[src/rtl/mdu_pkg.sv]
// Shared definitions for the iterative RV32M multiply/divide unit: width, funct3 encodings
// and FSM states.
package mdu_pkg;

  localparam int unsigned XLEN = 32;

  localparam logic [2:0] OpMul    = 3'd0;
  localparam logic [2:0] OpMulh   = 3'd1;
  localparam logic [2:0] OpMulhsu = 3'd2;
  localparam logic [2:0] OpMulhu  = 3'd3;
  localparam logic [2:0] OpDiv    = 3'd4;
  localparam logic [2:0] OpDivu   = 3'd5;
  localparam logic [2:0] OpRem    = 3'd6;
  localparam logic [2:0] OpRemu   = 3'd7;

  typedef enum logic [1:0] {StIdle, StCalc, StFix, StDone} state_e;

endpackage

[src/rtl/mul_div_unit.sv]
// Iterative RV32M multiply/divide unit: sign-magnitude operands, one radix-2 step per cycle,
// fixed 34-cycle latency from start to the done pulse that writes the register file.
module mul_div_unit import mdu_pkg::*; #(
  parameter int unsigned XLEN = mdu_pkg::XLEN
) (
  input  logic            clk,
  input  logic            rst,
  input  logic            start,
  input  logic [2:0]      op,
  input  logic [XLEN-1:0] rs1,
  input  logic [XLEN-1:0] rs2,
  input  logic [4:0]      rd_in,
  output logic            busy,
  output logic            done,
  output logic [XLEN-1:0] result,
  output logic [4:0]      rd_out
);

  localparam int unsigned CntW = $clog2(XLEN);

  state_e              state_q, state_d;
  logic [2:0]          op_q, op_d;
  logic [4:0]          tag_q, tag_d;
  logic                neg_a_q, neg_a_d;
  logic                neg_b_q, neg_b_d;
  logic [XLEN-1:0]     opb_q, opb_d;   // multiplicand (MUL*) or divisor (DIV*/REM*) magnitude
  logic [2*XLEN-1:0]   acc_q, acc_d;   // product, or {remainder, quotient}
  logic [CntW-1:0]     cnt_q, cnt_d;
  logic                busy_q, busy_d;
  logic                done_q, done_d;
  logic [XLEN-1:0]     result_q, result_d;
  logic [4:0]          rd_out_q, rd_out_d;

  logic                a_sgn, b_sgn;
  logic [XLEN-1:0]     abs_a, abs_b;
  logic [XLEN:0]       mul_sum, trial, diff;
  logic [2*XLEN-1:0]   mul_next, div_next, prod;
  logic [XLEN-1:0]     quo, rem, fix_res;

  assign a_sgn = op inside {OpMulh, OpMulhsu, OpDiv, OpRem};
  assign b_sgn = op inside {OpMulh, OpDiv, OpRem};
  assign abs_a = (a_sgn && rs1[XLEN-1]) ? -rs1 : rs1;
  assign abs_b = (b_sgn && rs2[XLEN-1]) ? -rs2 : rs2;

  // Shift-add: add multiplicand into the upper half when the current multiplier bit is set.
  assign mul_sum  = {1'b0, acc_q[2*XLEN-1:XLEN]} + (acc_q[0] ? {1'b0, opb_q} : '0);
  assign mul_next = {mul_sum, acc_q[XLEN-1:1]};

  // Restoring division: the shifted partial remainder needs XLEN+1 bits before the subtract.
  assign trial    = acc_q[2*XLEN-1:XLEN-1];
  assign diff     = trial - {1'b0, opb_q};
  assign div_next = diff[XLEN] ? {acc_q[2*XLEN-2:0], 1'b0}
                               : {diff[XLEN-1:0], acc_q[XLEN-2:0], 1'b1};

  always_comb begin
    prod = (neg_a_q ^ neg_b_q) ? -acc_q : acc_q;
    // A zero divisor yields an all-ones quotient with no sign flip.
    quo  = ((neg_a_q ^ neg_b_q) && (opb_q != '0)) ? -acc_q[XLEN-1:0] : acc_q[XLEN-1:0];
    rem  = neg_a_q ? -acc_q[2*XLEN-1:XLEN] : acc_q[2*XLEN-1:XLEN];
    case (op_q)
      OpMul:                     fix_res = prod[XLEN-1:0];
      OpMulh, OpMulhsu, OpMulhu: fix_res = prod[2*XLEN-1:XLEN];
      OpDiv, OpDivu:             fix_res = quo;
      default:                   fix_res = rem;
    endcase
  end

  always_comb begin
    state_d  = state_q;
    op_d     = op_q;
    tag_d    = tag_q;
    neg_a_d  = neg_a_q;
    neg_b_d  = neg_b_q;
    opb_d    = opb_q;
    acc_d    = acc_q;
    cnt_d    = cnt_q;
    busy_d   = busy_q;
    done_d   = 1'b0;
    result_d = result_q;
    rd_out_d = rd_out_q;
    unique case (state_q)
      StIdle: begin
        if (start) begin
          op_d    = op;
          tag_d   = rd_in;
          neg_a_d = a_sgn & rs1[XLEN-1];
          neg_b_d = b_sgn & rs2[XLEN-1];
          if (op[2]) begin
            acc_d = {{XLEN{1'b0}}, abs_a};
            opb_d = abs_b;
          end else begin
            acc_d = {{XLEN{1'b0}}, abs_b};
            opb_d = abs_a;
          end
          cnt_d   = '0;
          busy_d  = 1'b1;
          state_d = StCalc;
        end
      end
      StCalc: begin
        acc_d = op_q[2] ? div_next : mul_next;
        cnt_d = cnt_q + 1'b1;
        if (cnt_q == CntW'(XLEN - 1)) state_d = StFix;
      end
      StFix: begin
        result_d = fix_res;
        rd_out_d = tag_q;
        done_d   = 1'b1;
        state_d  = StDone;
      end
      StDone: begin
        busy_d  = 1'b0;
        state_d = StIdle;
      end
      default: state_d = StIdle;
    endcase
  end

  always_ff @(posedge clk) begin
    if (rst) begin
      state_q  <= StIdle;
      op_q     <= '0;
      tag_q    <= '0;
      neg_a_q  <= 1'b0;
      neg_b_q  <= 1'b0;
      opb_q    <= '0;
      acc_q    <= '0;
      cnt_q    <= '0;
      busy_q   <= 1'b0;
      done_q   <= 1'b0;
      result_q <= '0;
      rd_out_q <= '0;
    end else begin
      state_q  <= state_d;
      op_q     <= op_d;
      tag_q    <= tag_d;
      neg_a_q  <= neg_a_d;
      neg_b_q  <= neg_b_d;
      opb_q    <= opb_d;
      acc_q    <= acc_d;
      cnt_q    <= cnt_d;
      busy_q   <= busy_d;
      done_q   <= done_d;
      result_q <= result_d;
      rd_out_q <= rd_out_d;
    end
  end

  assign busy   = busy_q;
  assign done   = done_q;
  assign result = result_q;
  assign rd_out = rd_out_q;

endmodule

[config.mk]
export PLATFORM = sky130hd
export DESIGN_NAME = mul_div_unit
export DESIGN_NICKNAME = d
export VERILOG_FILES = /design/src/rtl/mdu_pkg.sv /design/src/rtl/mul_div_unit.sv
export SDC_FILE = /design/constraint.sdc
export NUM_CORES = 1
export LEC_CHECK = 0
export BUFFER_PORTS_ARGS = -buffer_cell sky130_fd_sc_hd__buf_4
export CORE_MARGIN = 5
export CORE_UTILIZATION = 63
export DETAILED_ROUTE_END_ITERATION = 8
export PLACE_DENSITY = 0.94
export SYNTH_ARGS = -nofsm -noshare
export SYNTH_HDL_FRONTEND = slang
export SYNTH_SLANG_ARGS = --single-unit
[constraint.sdc]
create_clock -name clk -period 3.4 [get_ports clk]
set_clock_uncertainty 0.05 [all_clocks]
set_input_delay 0.17 -clock clk [delete_from_list [all_inputs] [get_ports clk]]
set_output_delay 0.17 -clock clk [all_outputs]
set_load 0.005 [all_outputs]
Word level (Yosys, flattened, before mapping)

Index checks and enable logic that the tools add are counted.

Bits in registers: 152
Output and inout port bits: 39
Bits of input ports: 75
Word-level logic and storage cells: 75

Bitwise logic cells: 3
Multiplexer cells: 21
Equal/unequal tests: 15
$add $sub $neg: 8
Reductions and logical operators: 16

Operators with widths:

| cell                  | count |
|---|---|
| $mux W64              | 4 |
| $mux W32              | 7 |
| $neg A32 Y32          | 4 |
| $pmux W64 S2          | 1 |
| $pmux W32 S3          | 1 |
| $neg A64 Y64          | 1 |
| $add A32 B32 Y33      | 1 |
| $sub A33 B32 Y33      | 1 |
| $reduce_bool A32 Y1   | 1 |
| $eq A3 B3 Y1 const B  | 4 |
| $pmux W5 S2           | 1 |
| $eq A3 B2 Y1 const B  | 3 |
| $pmux W2 S4           | 1 |
| $reduce_and A2 Y1     | 4 |
| $eq A3 B1 Y1 const B  | 2 |
| $add A5 B1 Y5 const B | 1 |
| $eq A5 B5 Y1 const B  | 1 |
| $mux W5               | 1 |
| $eq A2 B2 Y1 const B  | 2 |
| $mux W2               | 2 |
| $ne A2 B2 Y1 const B  | 2 |
| $reduce_bool A2 Y1    | 2 |
| $reduce_bool A4 Y1    | 1 |
| $logic_and A1 B1 Y1   | 3 |
| other kinds (10)      | 12 |

Logic depth before layout (Yosys ltp)

Gate-level depths: netlist of run 1.

Depth in word-level cells: 7
Gate-level depth with buffers: 15
Mapped depth without buffers: 14

Worst setup path after synthesis of run 1

Ideal clock, no wire load.

Path type: reg2reg
Start: reg acc_q[0]
End: reg acc_q[59]
Arrival time: 2.931 ns
Library setup time: 0.117 ns
Period minus slack after synthesis: 3.097 ns
Path buffers: 0
Path slack: 0.303 ns
Cell stages (with the launch flop): 15
Required time: 3.233 ns
Path through: dfxtp_1 -> and2_1 -> ha_1 -> inv_1 -> fa_1 -> nand2b_1 -> a21oi_1 -> o21ai_1 -> o31ai_1 -> a221o_1 -> a21boi_1 -> o21ai_0 -> xnor2_1 -> mux2i_1 -> a22o_1

Cells in the longest elaborated chain, start to end: 4

RTL lines:

| what                     | RTL line            | source |
|---|---|---|
| start: declaration       | mul_div_unit.sv:27  | `logic [2*XLEN-1:0] acc_q, acc_d;` |
| start signal: assignment | mul_div_unit.sv:127 | `acc_q <= '0;` |
| start signal: assignment | mul_div_unit.sv:140 | `acc_q <= acc_d;` |
| $mux W32                 | mul_div_unit.sv:46  | `assign mul_sum = {1'b0, acc_q[2*XLEN-1:XLEN]} + (acc_q[0] ? {1'b0, opb_q} : '0);` |
| $add A32 B32 Y33         | mul_div_unit.sv:46  |  |
| $mux W64                 | mul_div_unit.sv:101 | `acc_d = op_q[2] ? div_next : mul_next;` |
| $pmux W64 S2             | mul_div_unit.sv:81  | `unique case (state_q)` |

No other way between the ends.
A chain may end at the register's enable or synchronous reset.

Final worst setup path of run 1

Start: reg acc_q[31]
End: reg acc_q[0]

Cells in the longest elaborated chain, start to end: 4

RTL lines:

| what             | RTL line            | source |
|---|---|---|
| $sub A33 B32 Y33 | mul_div_unit.sv:51  | `assign diff = trial - {1'b0, opb_q};` |
| $mux W64         | mul_div_unit.sv:52  | `assign div_next = diff[XLEN] ? {acc_q[2*XLEN-2:0], 1'b0}` |
| $mux W64         | mul_div_unit.sv:101 |  |
| $pmux W64 S2     | mul_div_unit.sv:81  |  |

No other way between the ends.

==> run metrics, run 1 <==
status finished clean; RD Place Congestion 1.02; largest family of logic cells by synthesized area compound AO/OA/AOI/OAI gates; worst IR drop on VDD 0.779 mV; area delta synth->final 16.6%; CORE AREA 23400 sq um; Post-Synth XOR/XNOR Area 0.115; CTS Sinks roughly 150; Critical path buffers and inverters 3; Die Y 164 microns; CTS H-Tree Depth 4; crit path DAT between 3 and 4 ns; Synth Area in Adders 0.0648; DR vias 17200; post-layout util 0.742; Setup crit end kind flop; highest metal used met4; Slew HR 0.311; # rows 56; Post-Layout Cell Count 2540; Post-Route WL 57200 microns; global-route wire length before repair 88200 microns; critical path cell sequence inv_1 -> ha_1 -> fa_1 -> nor2b_2 -> o31a_1 -> o21ai_2 -> a21oi_2 -> o211a_1 -> o21a_1 -> o211ai_1 -> buf_4 -> buf_2 -> mux2_2 -> nand3_1 -> a21oi_1; hpwl dp 43200 microns; Clock transition at path regs 0.07 ns; CP startpoint kind flop; die area 26800 sq um; max-cap check violation count 0; post-synth cell types 84; max-slew violation count 0; sequential area share after synthesis 0.204; WS Path Type reg -> reg; clock root cell clkbuf_16; post-synthesis register bit count 152; P_leak 7.27 nW; ys async rst share 0; post-route ant nets 0; Synth Cell Area 14900 sq um; fill count 1898; # setup viols final 0; WL met2 24900 microns; setup ws final between 0.04 and 0.05 ns; CTS tree built; Via density 6.76; Post-Synth Simple-Gate Area 0.221; n_diodes 0; Final min period ~3.4 ns; largest net degree at the start of global routing 86; first drt pass iteration count 7; syn_nets around 2200; Worst path top cell family by delay compound AO/OA/AOI/OAI gates; gr usage total 0.412; chip width 164 microns; initial antenna violation count 0; grt total ovfl 0; DR WL/cell approximately 23 microns; delay of the slowest critical-path stage between 0.4 and 0.5 ns; Hold Vio Cnt, Final 0; Tcrit/Tclk final 0.986; Fmax 298 MHz; total number of yosys warnings 0; Pwr per Cell Area about 690 nW/um^2; layout cell share with drive strength beyond 1 0.160; drt drc 0; Top Ports 114; Main synth FF type dfxtp_1; NumNets Final 2359; Crit Path Max Fanout 9; worst-skew pair later-pin latency 0.45 ns; syn_area_per_cell 7.19 sq um; Post-synth EDFFs 0; worst min-delay path category in -> reg; complex-gate fraction of the synthesized area 0.276; CP max stage cell fa_1; vias in the first global route 16300; metal3 WL 6860 microns; Cells after Synth approximately 2100; Starting Density 0.637; IO buf count 113; Metal-1 WL 21000 microns; worst-margin pin slew 1.02 ns; CP Data Required Time 3.64 ns; post-synthesis mux area share 0.0637; dpl ws -0.0498 ns; Initial DRC Count around 2600; clock tree buffer depth 2; Num CTS Buffers 17; Inst Count DP 2496; Worst R2R Setup Slack 0.05 ns
==> tightest hold or removal path, cell delays in order <==
cell and delay, ns:
buf_4 0.12, nand3_1 0.07, a311oi_1 0.08
==> synth_stat cells (all sizes together), types with 9 or more instances <==
cell type	number	area [sq um]
a21oi	184	921
a21o	33	248
a311oi	13	114
buf	28	136
nor4	25	175
xnor2	111	972
mux2	23	259
or3	19	124
a22o	12	105
nor2	262	998
dfxtp	152	3040
a31oi	13	81.3
o221ai	13	114
ha	74	926
o211ai	33	248
and3	9	56.3
nand4	17	113
o21ai	163	816
clkbuf	115	433
a22oi	20	150
and2	17	106
nand2	188	706
a211oi	58	435
nand3	38	190
xor2	85	744
nor3	57	318
nand2b	23	144
mux2i	69	691
o31ai	24	180
nor2b	14	87.6
inv	66	248
==> state kept, by name, indices dropped and copies added, names as in the netlist <==
register and cells:
cnt_q 5, state_q 2, rd_out 5, result 32, opb_q 32, neg_b_q 1
tag_q 5, busy 1, acc_q 64, op_q 3, done 1, neg_a_q 1
==> cells in the final DEF (no fill, tap or decap), types with 16 or more instances in the layout <==
master	synthesis	final
and2_1	17	17
a21o_1	33	33
o211ai_1	33	33
o31ai_1	24	23
xnor2_1	111	110
xor2_1	85	85
a211oi_1	58	58
a21oi_1	184	183
mux2_2	23	23
or3_1	18	18
nand4_1	16	16
nor2_1	260	258
nand2b_1	23	23
a22oi_1	20	20
inv_1	66	65
clkbuf_16	0	17
o21ai_0	149	148
ha_1	74	72
dfxtp_1	152	149
mux2i_1	69	69
buf_4	4	249
nand3_1	38	38
nand2_1	188	187
nor3_1	53	52
nor4_1	22	22
==> metal layers <==
metal,vias up,GRT usage
li1,7764,-
met1,7856,0.503
met2,1246,0.653
met3,314,0.101
met4,0,0.256
met5,-,0
==> metrics by stage <==
step	hold slack [ns]	power, mW	TNS (ns)	instance area (sq um)
floorplan	0.256	7.14	0	14900
global placement	0.370	9.36	0	16600
detailed placement	0.378	9.55	-0.0679	16600
CTS	0.000167	11.6	0	17300
global route	0.0240	12.6	-0.358	17400
finish	0.00195	12.0	0	17400
==> report_power, final <==
group          internal (mW)  switching (mW)  total (mW)
combinational           2.81            4.60        7.42
clock                  0.995           0.978        1.97
sequential              2.21           0.442        2.65
==> path summary, 6_finish.rpt <==
check | start | to | depth (start not counted)
setup reg to reg | acc_q[31]$_SDFFE_PP0P_ | acc_q[0]$_SDFFE_PP0P_ | 15
hold reg to reg | tag_q[4]$_SDFFE_PP0P_ | tag_q[4]$_SDFFE_PP0P_ | 2
hold / removal | rs2[31] | opb_q[31]$_SDFFE_PP0P_ | 3
setup / recovery | acc_q[31]$_SDFFE_PP0P_ | acc_q[0]$_SDFFE_PP0P_ | 15
==> timing repair <==
action,CTS,global route
hold buffers,5,0
gates resized for setup,2,14
hold endpoints to repair,5,0
pin swaps,0,9
setup endpoints to repair,20,32
buffers inserted,0,6
cloned,0,1
==> cell families after synthesis <==
family	Yosys count
AND/OR/NAND/NOR	700
buffers and inverters	210
multiplexers	92
adder cells (fa/ha/maj)	76
XOR/XNOR	196
AO/OA/AOI/OAI	647
flip-flops	152
==> final cells by class <==
| cell class | instances | area [sq um] | area share |
|---|---|---|---|
| Multi-Input combinational cell | 1711 | 11100 | 0.639 |
| Sequential cell | 152 | 3050 | 0.175 |
| Timing Repair Buffer | 259 | 1970 | 0.113 |
| Clock buffer | 17 | 425 | 0.0245 |
| Tap cell | 319 | 399 | 0.0230 |
| Inverter | 67 | 251 | 0.0145 |
| Clock inverter | 15 | 179 | 0.0103 |
Power figures use the tool's default switching activity.
==> run 2, diff against run 1 <==
- CORE_UTILIZATION: 63 -> 66
- PLACE_DENSITY: 0.94 -> 0.95
- clock period: 3.4 -> 4 ns (I/O delays scaled with it)
==> run metrics, run 2 (synthesized netlist as in run 1, its figures left out) <==
CORE AREA 22400 sq um (-4.1%); FF+latch area 3040 sq um (about the same); CTS H-Tree Depth 4 (unchanged); # rows 55 (-1.8%); Fmax 259 MHz (-13%); grt total ovfl 0 (unchanged); setup_tns 0 ns (unchanged); worst IR drop on VDD 0.897 mV (+15%); status finished clean; max-slew violation count 0 (unchanged); worst r2r path cells 12 (-3); drt drc 0 (unchanged); DR vias 16900 (-1.8%); IO buf count 113 (unchanged); Post-CTS Setup Bufs 0 (unchanged); critical path cell sequence ha_1 -> a2111oi_0 -> nor3_1 -> o21ai_1 -> a21oi_1 -> o211a_1 -> o21a_1 -> o211ai_1 -> buf_4 -> mux2i_1 -> nor2_1 -> o41ai_1; Starting Density 0.664 (+0.0275); Via density 6.97 (+3.0%); hold_buf cts 6 (+1); Biggest register acc_q; worst-margin pin slew 1.17 ns (+0.149 ns); clock root cell clkbuf_16; PostCTS Resize Cnt 0 (-2); largest net degree at the start of global routing 72 (-16%); Final min period 3.86 ns (+0.506 ns); delay of the slowest critical-path stage 0.62 ns (+0.18 ns); P_leak 6.82 nW (-6.2%); WS Path Type reg -> reg; Pwr per Cell Area 588 nW/um^2 (-15%); Crit Path Max Fanout 16 (+7); Setup crit end kind flop; first drt pass iteration count 7 (unchanged); reg2reg start acc_q[38]$_SDFFE_PP0P_; Post-Route WL 54800 microns (-4.2%); initial antenna violation count 2 (+2); Tcrit/Tclk final 0.964 (-0.0215); layout cell share with drive strength beyond 1 0.121 (-0.0394); RD Place Congestion 1.06 (+3.6%); DR WL/cell 22.6 microns (+0.60%); Hold Vio Cnt, Final 0 (unchanged); clock tree buffer depth 2 (unchanged); hpwl dp 41000 microns (-5.1%); Inst Count DP 2382 (-4.6%); Critical path buffers and inverters 1 (-2); gr usage total 0.410 (-0.00205); Worst R2R Setup Slack 0.14 ns (+0.09 ns); Slew HR 0.215 (-0.0959); post-route ant nets 0 (unchanged); sink of the worst hold path tag_q[0]$_SDFFE_PP0P_; Die Y 160 microns (-2.2%); CP startpoint kind flop; crit path DAT 4.14 ns (+0.55 ns); vias in the first global route 16300 (-0.24%); # setup viols final 0 (unchanged); global-route wire length before repair 85400 microns (-3.2%); die area 25700 sq um (-4.3%); Clock transition at path regs 0.07 ns (about the same); worst-skew pair later-pin latency 0.45 ns (about the same); commonest cells after routing, fill and taps aside nor2_1 (259), nand2_1 (187), a21oi_1 (184); HP Start rd_in[0]; Post-Layout Cell Count 2420 (-4.7%); CP max stage cell dfxtp_1; Top Ports 114 (unchanged); unrepaired setup endpoints after global routing false; area delta synth->final 11.8%; worst min-delay path category in -> reg; CTS Sinks 152 (unchanged); chip width 160 microns (-2.2%); NumNets Final 2273 (-3.6%); max-cap check violation count 0 (unchanged); Initial DRC Count 2516 (-4.2%); end of the worst register-to-register path acc_q[54]$_SDFFE_PP0P_; Worst path top cell family by delay compound AO/OA/AOI/OAI gates; n_diodes 0 (unchanged); fill count 1774 (-6.5%); CTS tree built; CP Data Required Time 4.29 ns (+0.65 ns); max reg flops 64 (unchanged); WHS Path Cells 3 (unchanged); multi-input logic area 11100 sq um (-0.28%); Num CTS Buffers 17 (unchanged); commonest non-fill, non-tap cell in the layout nor2_1
-- run 2: cell count changes in the layout (fill, tap and decap cells not counted), sizes merged --
cell         change
clkinvlp         +1
buf             -87
clkinv           -1
dlygate4sd3      +1
-- run 2: final cells by class --
type                            instances  share of cell area
Tap cell                              285              0.0214
Multi-Input combinational cell       1711               0.665
Timing Repair Buffer                  173              0.0796
Clock buffer                           17              0.0255
Clock inverter                         15              0.0105
Sequential cell                       152               0.183
Inverter                               67              0.0151
-- run 2: per-layer routing --
layer  GRT usage  vias to the layer above  part of all wire
li1            -                     7595                 -
met1       0.483                     7692              0.36
met2       0.635                     1212              0.43
met4       0.293                        0             0.088
met3       0.124                      366              0.12
met5           0                        -                 0
-- run 2: worst reg2reg max path, delay by kind of cell, from the launching register on --
kind	cells	cell delay [ns]
buffers and inverters	1	0.33
DFF	1	0.62
AOI/OAI and AO/OA	7	1.96
muxes	1	0.24
adders and majority gates	1	0.41
and+or+nand+nor	2	0.16
-- run 2: worst max path at each step --
stage	endpoint	startpoint	slack [ns]	cells after the start
finish	acc_q[54]$_SDFFE_PP0P_	acc_q[38]$_SDFFE_PP0P_	0.14	12
global route	acc_q[54]$_SDFFE_PP0P_	acc_q[38]$_SDFFE_PP0P_	0.008	12
CTS	acc_q[54]$_SDFFE_PP0P_	acc_q[38]$_SDFFE_PP0P_	0.22	12
detailed placement	acc_q[54]$_SDFFE_PP0P_	acc_q[38]$_SDFFE_PP0P_	0.27	12
global placement	acc_q[54]$_SDFFE_PP0P_	acc_q[38]$_SDFFE_PP0P_	0.45	12
floorplan	acc_q[59]$_SDFFE_PP0P_	acc_q[0]$_SDFFE_PP0P_	0.90	14
-- run 2: power by group --
part | switching (mW) | internal, mW | leakage (nW) | total, mW
Combinational | 3.50 | 2.09 | 5.30 | 5.59
Clock | 0.828 | 0.842 | 0.282 | 1.67
Sequential | 0.646 | 1.87 | 1.24 | 2.52
-- run 2: through the flow --
step / setup slack (ns) / instance area (sq um) / hold slack, ns / util / total power, mW
finish: 0.142 / 16700 / 0.00236 / 0.742 / 9.78
global route: 0.00790 / 16700 / 0.0147 / 0.742 / 10.2
CTS: 0.225 / 16700 / 0.00344 / 0.742 / 9.47
detailed placement: 0.271 / 16000 / 0.401 / 0.713 / 7.78
global placement: 0.451 / 16000 / 0.391 / 0.713 / 7.61
floorplan: 0.903 / 14900 / 0.286 / - / 6.07
